--- config.mk ---
export PLATFORM = sky130hd
export DESIGN_NAME = counter_arbiter_flat
export DESIGN_NICKNAME = d
export VERILOG_FILES = /design/src/rtl/counter_ctrl_pkg.sv /design/src/rtl/counter_arbiter_if.sv /design/src/rtl/rr_arbiter2.sv /design/src/rtl/counter_arbiter.sv /design/src/flat_wrapper.sv
export SDC_FILE = /design/constraint.sdc
export NUM_CORES = 1
export LEC_CHECK = 0
export CAP_MARGIN = 20
export CORE_AREA = 5 5 46 48
export DETAILED_ROUTE_END_ITERATION = 8
export DIE_AREA = 0 0 51 53
export DONT_BUFFER_PORTS = 1
export PLACE_DENSITY = 0.76
export SLEW_MARGIN = 20
export SYNTH_ARGS = -nofsm -noshare
export SYNTH_HDL_FRONTEND = slang
export SYNTH_SLANG_ARGS = --single-unit
--- constraint.sdc ---
create_clock -name clk -period 1.7 [get_ports clk]
set_input_delay 0.17 -clock clk [delete_from_list [all_inputs] [get_ports clk]]
set_output_delay 0.17 -clock clk [all_outputs]
set_load 0.05 [all_outputs]
--- src/rtl/counter_ctrl_pkg.sv ---
// Shared encodings and defaults for the two-requester counter command arbiter.
package counter_ctrl_pkg;

    localparam int unsigned LEN_W_DEF = 4;

    localparam logic [1:0] CMD_NOP  = 2'b00;
    localparam logic [1:0] CMD_UP   = 2'b01;
    localparam logic [1:0] CMD_DOWN = 2'b10;
    localparam logic [1:0] CMD_CLR  = 2'b11;

    typedef enum logic [1:0] {
        StIdle  = 2'd0,
        StGrant = 2'd1,
        StRun   = 2'd2,
        StDone  = 2'd3
    } state_e;

    function automatic logic is_step(input logic [1:0] cmd);
        return (cmd == CMD_UP) || (cmd == CMD_DOWN);
    endfunction

endpackage

--- src/rtl/counter_arbiter_if.sv ---
// Requester, status and datapath-control signals between the arbiter and its environment.
interface counter_arbiter_if
    import counter_ctrl_pkg::*;
#(
    parameter int unsigned LEN_W = LEN_W_DEF
) ();

    logic             req0;
    logic             req1;
    logic [1:0]       cmd0;
    logic [1:0]       cmd1;
    logic [LEN_W-1:0] len0;
    logic [LEN_W-1:0] len1;
    logic             gnt0;
    logic             gnt1;
    logic             done0;
    logic             done1;
    logic             err0;
    logic             err1;
    logic             c_ld;
    logic             c_clr;
    logic             op;
    logic             z;
    logic             m;
    logic             busy;

    // Environment side: requesters plus the counter datapath flags.
    modport master (
        output req0, req1, cmd0, cmd1, len0, len1, z, m,
        input  gnt0, gnt1, done0, done1, err0, err1, c_ld, c_clr, op, busy
    );

    modport slave (
        input  req0, req1, cmd0, cmd1, len0, len1, z, m,
        output gnt0, gnt1, done0, done1, err0, err1, c_ld, c_clr, op, busy
    );

endinterface

--- src/rtl/rr_arbiter2.sv ---
// Two-way round-robin pick: on a tie the requester not served last wins.
module rr_arbiter2 (
    input  logic req0,
    input  logic req1,
    input  logic last,
    output logic winner
);

    always_comb begin
        winner = 1'b0;
        if (req0 && req1) begin
            winner = ~last;
        end else if (req1) begin
            winner = 1'b1;
        end
    end

endmodule

--- src/rtl/counter_arbiter.sv ---
// Arbitrates UP/DOWN/CLR/NOP commands from two requesters onto a saturating counter datapath.
module counter_arbiter
    import counter_ctrl_pkg::*;
#(
    parameter int unsigned LEN_W = LEN_W_DEF
) (
    input logic           clk,
    input logic           reset,
    counter_arbiter_if.slave bus
);

    state_e           state_q, state_d;
    logic             last_q, last_d;
    logic             id_q, id_d;
    logic [1:0]       cmd_q, cmd_d;
    logic [LEN_W-1:0] rem_q, rem_d;
    logic             abort_q, abort_d;

    logic winner;
    logic gnt;
    logic done;
    logic c_ld;
    logic c_clr;
    logic op;
    logic sat;

    rr_arbiter2 u_rr (
        .req0   (bus.req0),
        .req1   (bus.req1),
        .last   (last_q),
        .winner (winner)
    );

    always_ff @(posedge clk) begin
        if (!reset) begin
            state_q <= StIdle;
            last_q  <= 1'b1;
            id_q    <= 1'b0;
            cmd_q   <= CMD_NOP;
            rem_q   <= '0;
            abort_q <= 1'b0;
        end else begin
            state_q <= state_d;
            last_q  <= last_d;
            id_q    <= id_d;
            cmd_q   <= cmd_d;
            rem_q   <= rem_d;
            abort_q <= abort_d;
        end
    end

    // Stepping in the saturated direction would wrap the counter.
    assign sat = ((cmd_q == CMD_UP) && bus.m) || ((cmd_q == CMD_DOWN) && bus.z);

    always_comb begin
        state_d = state_q;
        last_d  = last_q;
        id_d    = id_q;
        cmd_d   = cmd_q;
        rem_d   = rem_q;
        abort_d = abort_q;
        gnt     = 1'b0;
        done    = 1'b0;
        c_ld    = 1'b0;
        c_clr   = 1'b0;
        op      = 1'b0;

        case (state_q)
            StIdle: begin
                if (bus.req0 || bus.req1) begin
                    id_d    = winner;
                    cmd_d   = winner ? bus.cmd1 : bus.cmd0;
                    rem_d   = winner ? bus.len1 : bus.len0;
                    abort_d = 1'b0;
                    state_d = StGrant;
                end
            end
            StGrant: begin
                gnt = 1'b1;
                if (cmd_q == CMD_CLR) begin
                    c_clr   = 1'b1;
                    state_d = StDone;
                end else if (is_step(cmd_q) && (rem_q != '0)) begin
                    state_d = StRun;
                end else begin
                    state_d = StDone;
                end
            end
            StRun: begin
                op = (cmd_q == CMD_UP);
                if (sat) begin
                    abort_d = 1'b1;
                    state_d = StDone;
                end else begin
                    c_ld  = 1'b1;
                    rem_d = rem_q - LEN_W'(1);
                    if (rem_q == LEN_W'(1)) begin
                        state_d = StDone;
                    end
                end
            end
            StDone: begin
                done    = 1'b1;
                last_d  = id_q;
                state_d = StIdle;
            end
            default: begin
                state_d = StIdle;
            end
        endcase
    end

    assign bus.gnt0  = gnt & ~id_q;
    assign bus.gnt1  = gnt & id_q;
    assign bus.done0 = done & ~id_q;
    assign bus.done1 = done & id_q;
    assign bus.err0  = done & abort_q & ~id_q;
    assign bus.err1  = done & abort_q & id_q;
    assign bus.c_ld  = c_ld;
    assign bus.c_clr = c_clr;
    assign bus.op    = op;
    assign bus.busy  = (state_q != StIdle);

    a_ld_clr_excl: assert property (@(posedge clk) disable iff (!reset) !(c_ld && c_clr));
    a_gnt_pulse: assert property (@(posedge clk) disable iff (!reset)
        (state_q == StGrant) |=> (state_q != StGrant));

endmodule

--- src/flat_wrapper.sv ---
// flat-port wrapper written by rule: the top's interface ports become plain ports
module counter_arbiter_flat import counter_ctrl_pkg::*;
#(
    parameter int unsigned LEN_W = LEN_W_DEF
)
  (clk, reset, bus_req0, bus_req1, bus_cmd0, bus_cmd1, bus_len0, bus_len1, bus_z, bus_m, bus_gnt0, bus_gnt1, bus_done0, bus_done1, bus_err0, bus_err1, bus_c_ld, bus_c_clr, bus_op, bus_busy);
  counter_arbiter_if #(.LEN_W(LEN_W)) bus_i ();
  input logic clk;
  input logic reset;
  input wire logic [$bits(bus_i.req0)-1:0] bus_req0;
  input wire logic [$bits(bus_i.req1)-1:0] bus_req1;
  input wire logic [$bits(bus_i.cmd0)-1:0] bus_cmd0;
  input wire logic [$bits(bus_i.cmd1)-1:0] bus_cmd1;
  input wire logic [$bits(bus_i.len0)-1:0] bus_len0;
  input wire logic [$bits(bus_i.len1)-1:0] bus_len1;
  input wire logic [$bits(bus_i.z)-1:0] bus_z;
  input wire logic [$bits(bus_i.m)-1:0] bus_m;
  output wire logic [$bits(bus_i.gnt0)-1:0] bus_gnt0;
  output wire logic [$bits(bus_i.gnt1)-1:0] bus_gnt1;
  output wire logic [$bits(bus_i.done0)-1:0] bus_done0;
  output wire logic [$bits(bus_i.done1)-1:0] bus_done1;
  output wire logic [$bits(bus_i.err0)-1:0] bus_err0;
  output wire logic [$bits(bus_i.err1)-1:0] bus_err1;
  output wire logic [$bits(bus_i.c_ld)-1:0] bus_c_ld;
  output wire logic [$bits(bus_i.c_clr)-1:0] bus_c_clr;
  output wire logic [$bits(bus_i.op)-1:0] bus_op;
  output wire logic [$bits(bus_i.busy)-1:0] bus_busy;
  assign bus_i.req0 = bus_req0;
  assign bus_i.req1 = bus_req1;
  assign bus_i.cmd0 = bus_cmd0;
  assign bus_i.cmd1 = bus_cmd1;
  assign bus_i.len0 = bus_len0;
  assign bus_i.len1 = bus_len1;
  assign bus_i.z = bus_z;
  assign bus_i.m = bus_m;
  assign bus_gnt0 = bus_i.gnt0;
  assign bus_gnt1 = bus_i.gnt1;
  assign bus_done0 = bus_i.done0;
  assign bus_done1 = bus_i.done1;
  assign bus_err0 = bus_i.err0;
  assign bus_err1 = bus_i.err1;
  assign bus_c_ld = bus_i.c_ld;
  assign bus_c_clr = bus_i.c_clr;
  assign bus_op = bus_i.op;
  assign bus_busy = bus_i.busy;
  counter_arbiter #(.LEN_W(LEN_W)) u_core (.clk(clk), .reset(reset), .bus(bus_i));
endmodule
==> results_dict.tcl <==
set metrics [dict create \
    netlist-cell-type-count 39 \
    place_ws_ps -64.21 \
    peakVddDrop_v 0.0007157 \
    pin_count 28 \
    floorplan.die.height_microns 53 \
    detailedRoute.firstIterationViolations 32 \
    pin_count_of_the_biggest_net_entering_global_routing 11 \
    grt_first_pass_wirelength_microns 2939 \
    post_route_standard_cell_area_excluding_fillers_sq_um 1055 \
    layout.cells.most_common_list "9 x buf_4, 8 x inv_1, 8 x nor2_1, 8 x ha_1, 8 x dfxtp_1" \
    finClkSkew_ps 6.310 \
    fin_crit_ps 1649 \
    num_vias 765 \
    dr_wl_met3_microns 155 \
    start_util_pct 49.44 \
    holdCritPathClass "in -> reg" \
    cp-end-kind "register" \
    final.setup.worst_slack_ps 51.00 \
    grt.overflow.total 0 \
    worst_r2r_path_depth 6 \
    worst_rel_slew_slack_pct 64.07 \
    detail_route.wirelength_microns 2008 \
    drt_pre_antenna_iters 4 \
    numPlacedInstances 119 \
    postSynthNetCount 123 \
    wirelength_met1_microns 911 \
    seq_cells_post_synth 11 \
    count_of_yosys_warnings_during_synthesis 0 \
    post_synth_instance_area_sq_um 825.8 \
    syn2layout_area_growth_pct 27.73 \
    buffer_ports.inserted 0 \
    clock_tree.root_cell "clkbuf_4" \
    postSynth.asyncResetShare_pct 0 \
    avgViaCountPerCell 6.071 \
    report.final.setup_viol 0 \
    final_layout_size_suffix_gt1_share_pct 30.28 \
    tritoncts.num_buffers 3 \
    grt_pass1_vias 685 \
    floorplan.die_area_sq_um 2703 \
    met2RoutedLength_microns 927 \
    hpwlAfterDp_microns 1522 \
    gr-usage-all-layers_pct 14.73 \
    ant_nets 0 \
    n_antenna_cell 0 \
    syn_area_per_cell_sq_um 8.693 \
    worst-endpoint-required_ps 1870 \
    maxUsedRoutingLayer "met4" \
    worstSetupPathType "reg -> reg" \
    result_of_the_run "finished, final reports clean" \
    cts_sinks 11 \
    worst_setup_path_start_kind "register" \
    synth.yosys.seq_area_share_pct 26.67 \
    synth_edf_count 0 \
    post_synth_top_flop "dfxtp_1" \
    leakage_nw 0.4314 \
    worst_hold_path.num_cells 2 \
    cts.htree.levels 1 \
    place.gp.congestion 0.7968 \
    max_slew.worst_pin.slew_ps 533.3 \
    max_freq_ghz 0.6064 \
    cts_buffer_depth 2 \
    synthCells 95 \
    placed_area_sq_um 934.6 \
    maxSlewViolCount 0 \
    clock_input_transition_at_the_sequential_cells_of_the_worst_setup_and_hold_paths_ps 80 \
    commonest_non_fill_non_tap_cell_in_the_layout "buf_4" \
    final_cell_count_no_fill 126 \
    placementRows 15 \
    clk-insertion-delay-late_ps 270 \
    max_cap_violations 0 \
    final_hold_viol_count 0 \
    final_clock_period_utilization_by_the_worst_path_pct 97.00 \
    die_w_microns 51 \
    routed_wire_length_per_instance_microns 15.94 \
    critPathArrivalTime_ps 1820 \
    antenna_violations_before_repair 0 \
    cts_tree "yes" \
    post-route-drc-count 0 \
    cellPowerDensity_nw_per_um2 1639 \
    final_net_count 138 \
    placeableCoreArea_sq_um 1670 \
    timing.critical_path.fanout_max 5 \
]
kinds of logic after synthesis:
kind of cell	count (synthesis)	synth area share, %
flip-flops	11	26.67
adder cells (fa/ha/maj)	10	15.15
AND/OR/NAND/NOR	32	22.28
multiplexers	7	8.637
buffers and inverters	13	6.060
AO/OA/AOI/OAI	22	21.21
final timing paths:
| path | startpoint | end | slack, ps |
|---|---|---|---|
| min | reset | u_core.rem_q[1] | 100 |
| min reg2reg | u_core.abort_q | u_core.abort_q | 510 |
| max reg2reg | u_core.state_q[0] | u_core.rem_q[3] | 50 |
| max | u_core.state_q[0] | u_core.rem_q[3] | 50 |
cell usage after synthesis, types with 2 or more instances:
cell type   n  area [sq um]
inv_1      10         37.54
a22oi_1     2         15.01
nand2_1     3         11.26
o21ai_0     2         10.01
ha_1       10         125.1
nor3_1      2         10.01
o31a_1      2         17.52
mux2i_1     6         60.06
a211oi_1    3         22.52
a31oi_1     3         18.77
and2_1      6         37.54
dfxtp_1    11         220.2
nor2_1      9         33.78
repair_timing:
item,in CTS,in global routing
hold endpoints to repair,0,1
cloned,0,0
setup buffers,0,2
hold buffers,0,1
gates resized for setup,4,12
setup endpoints to repair,4,7
pin swaps,1,2
cell type report:
type	count	area (sq um)
timing repair buffer	12	117.6
clock buffer	3	22.52
sequential	11	224.0
fill	143	615.6
clock inverter	1	5.005
inverter	11	41.29
tap	17	21.27
multi-input combinational	71	623.1
critical path, stage by stage (launching register included):
cell and delay, ps:
dfxtp_1 340, inv_2 100, ha_2 220, nor3b_4 330
a211oi_2 90, and4_1 210, o31a_1 260
stage by stage:
step                util [%]  setup TNS, ps  hold slack (ps)  total power (W)
floorplan                  -              0            297.9         0.001101
global placement       55.96              0            301.8         0.001337
detailed placement     55.96         -81.09            303.6         0.001370
CTS                    58.80         -67.78            4.147         0.001593
global route           63.15         -12.03            95.61         0.001851
finish                 63.15              0            95.98         0.001728
state kept, by name (all words and copies together) (netlist names):
name	flops
u_core.state_q	2
u_core.last_q	1
u_core.abort_q	1
u_core.id_q	1
u_core.rem_q	4
u_core.cmd_q	2
routing by layer:
| layer | global-route usage (%) | up-vias |
|---|---|---|
| met5 | 0 | - |
| met1 | 17.94 | 352 |
| met2 | 23.18 | 37 |
| met4 | 6.726 | 0 |
| met3 | 5.070 | 2 |
| li1 | - | 374 |
report_power, final:
part	internal, W	leakage [nW]	switching (W)
registers	0.000355	0.0916	0.0000983
logic	0.000479	0.322	0.000611
clock network	0.0000872	0.0177	0.0000978
Note: power is estimated with default switching activity, not from simulation.
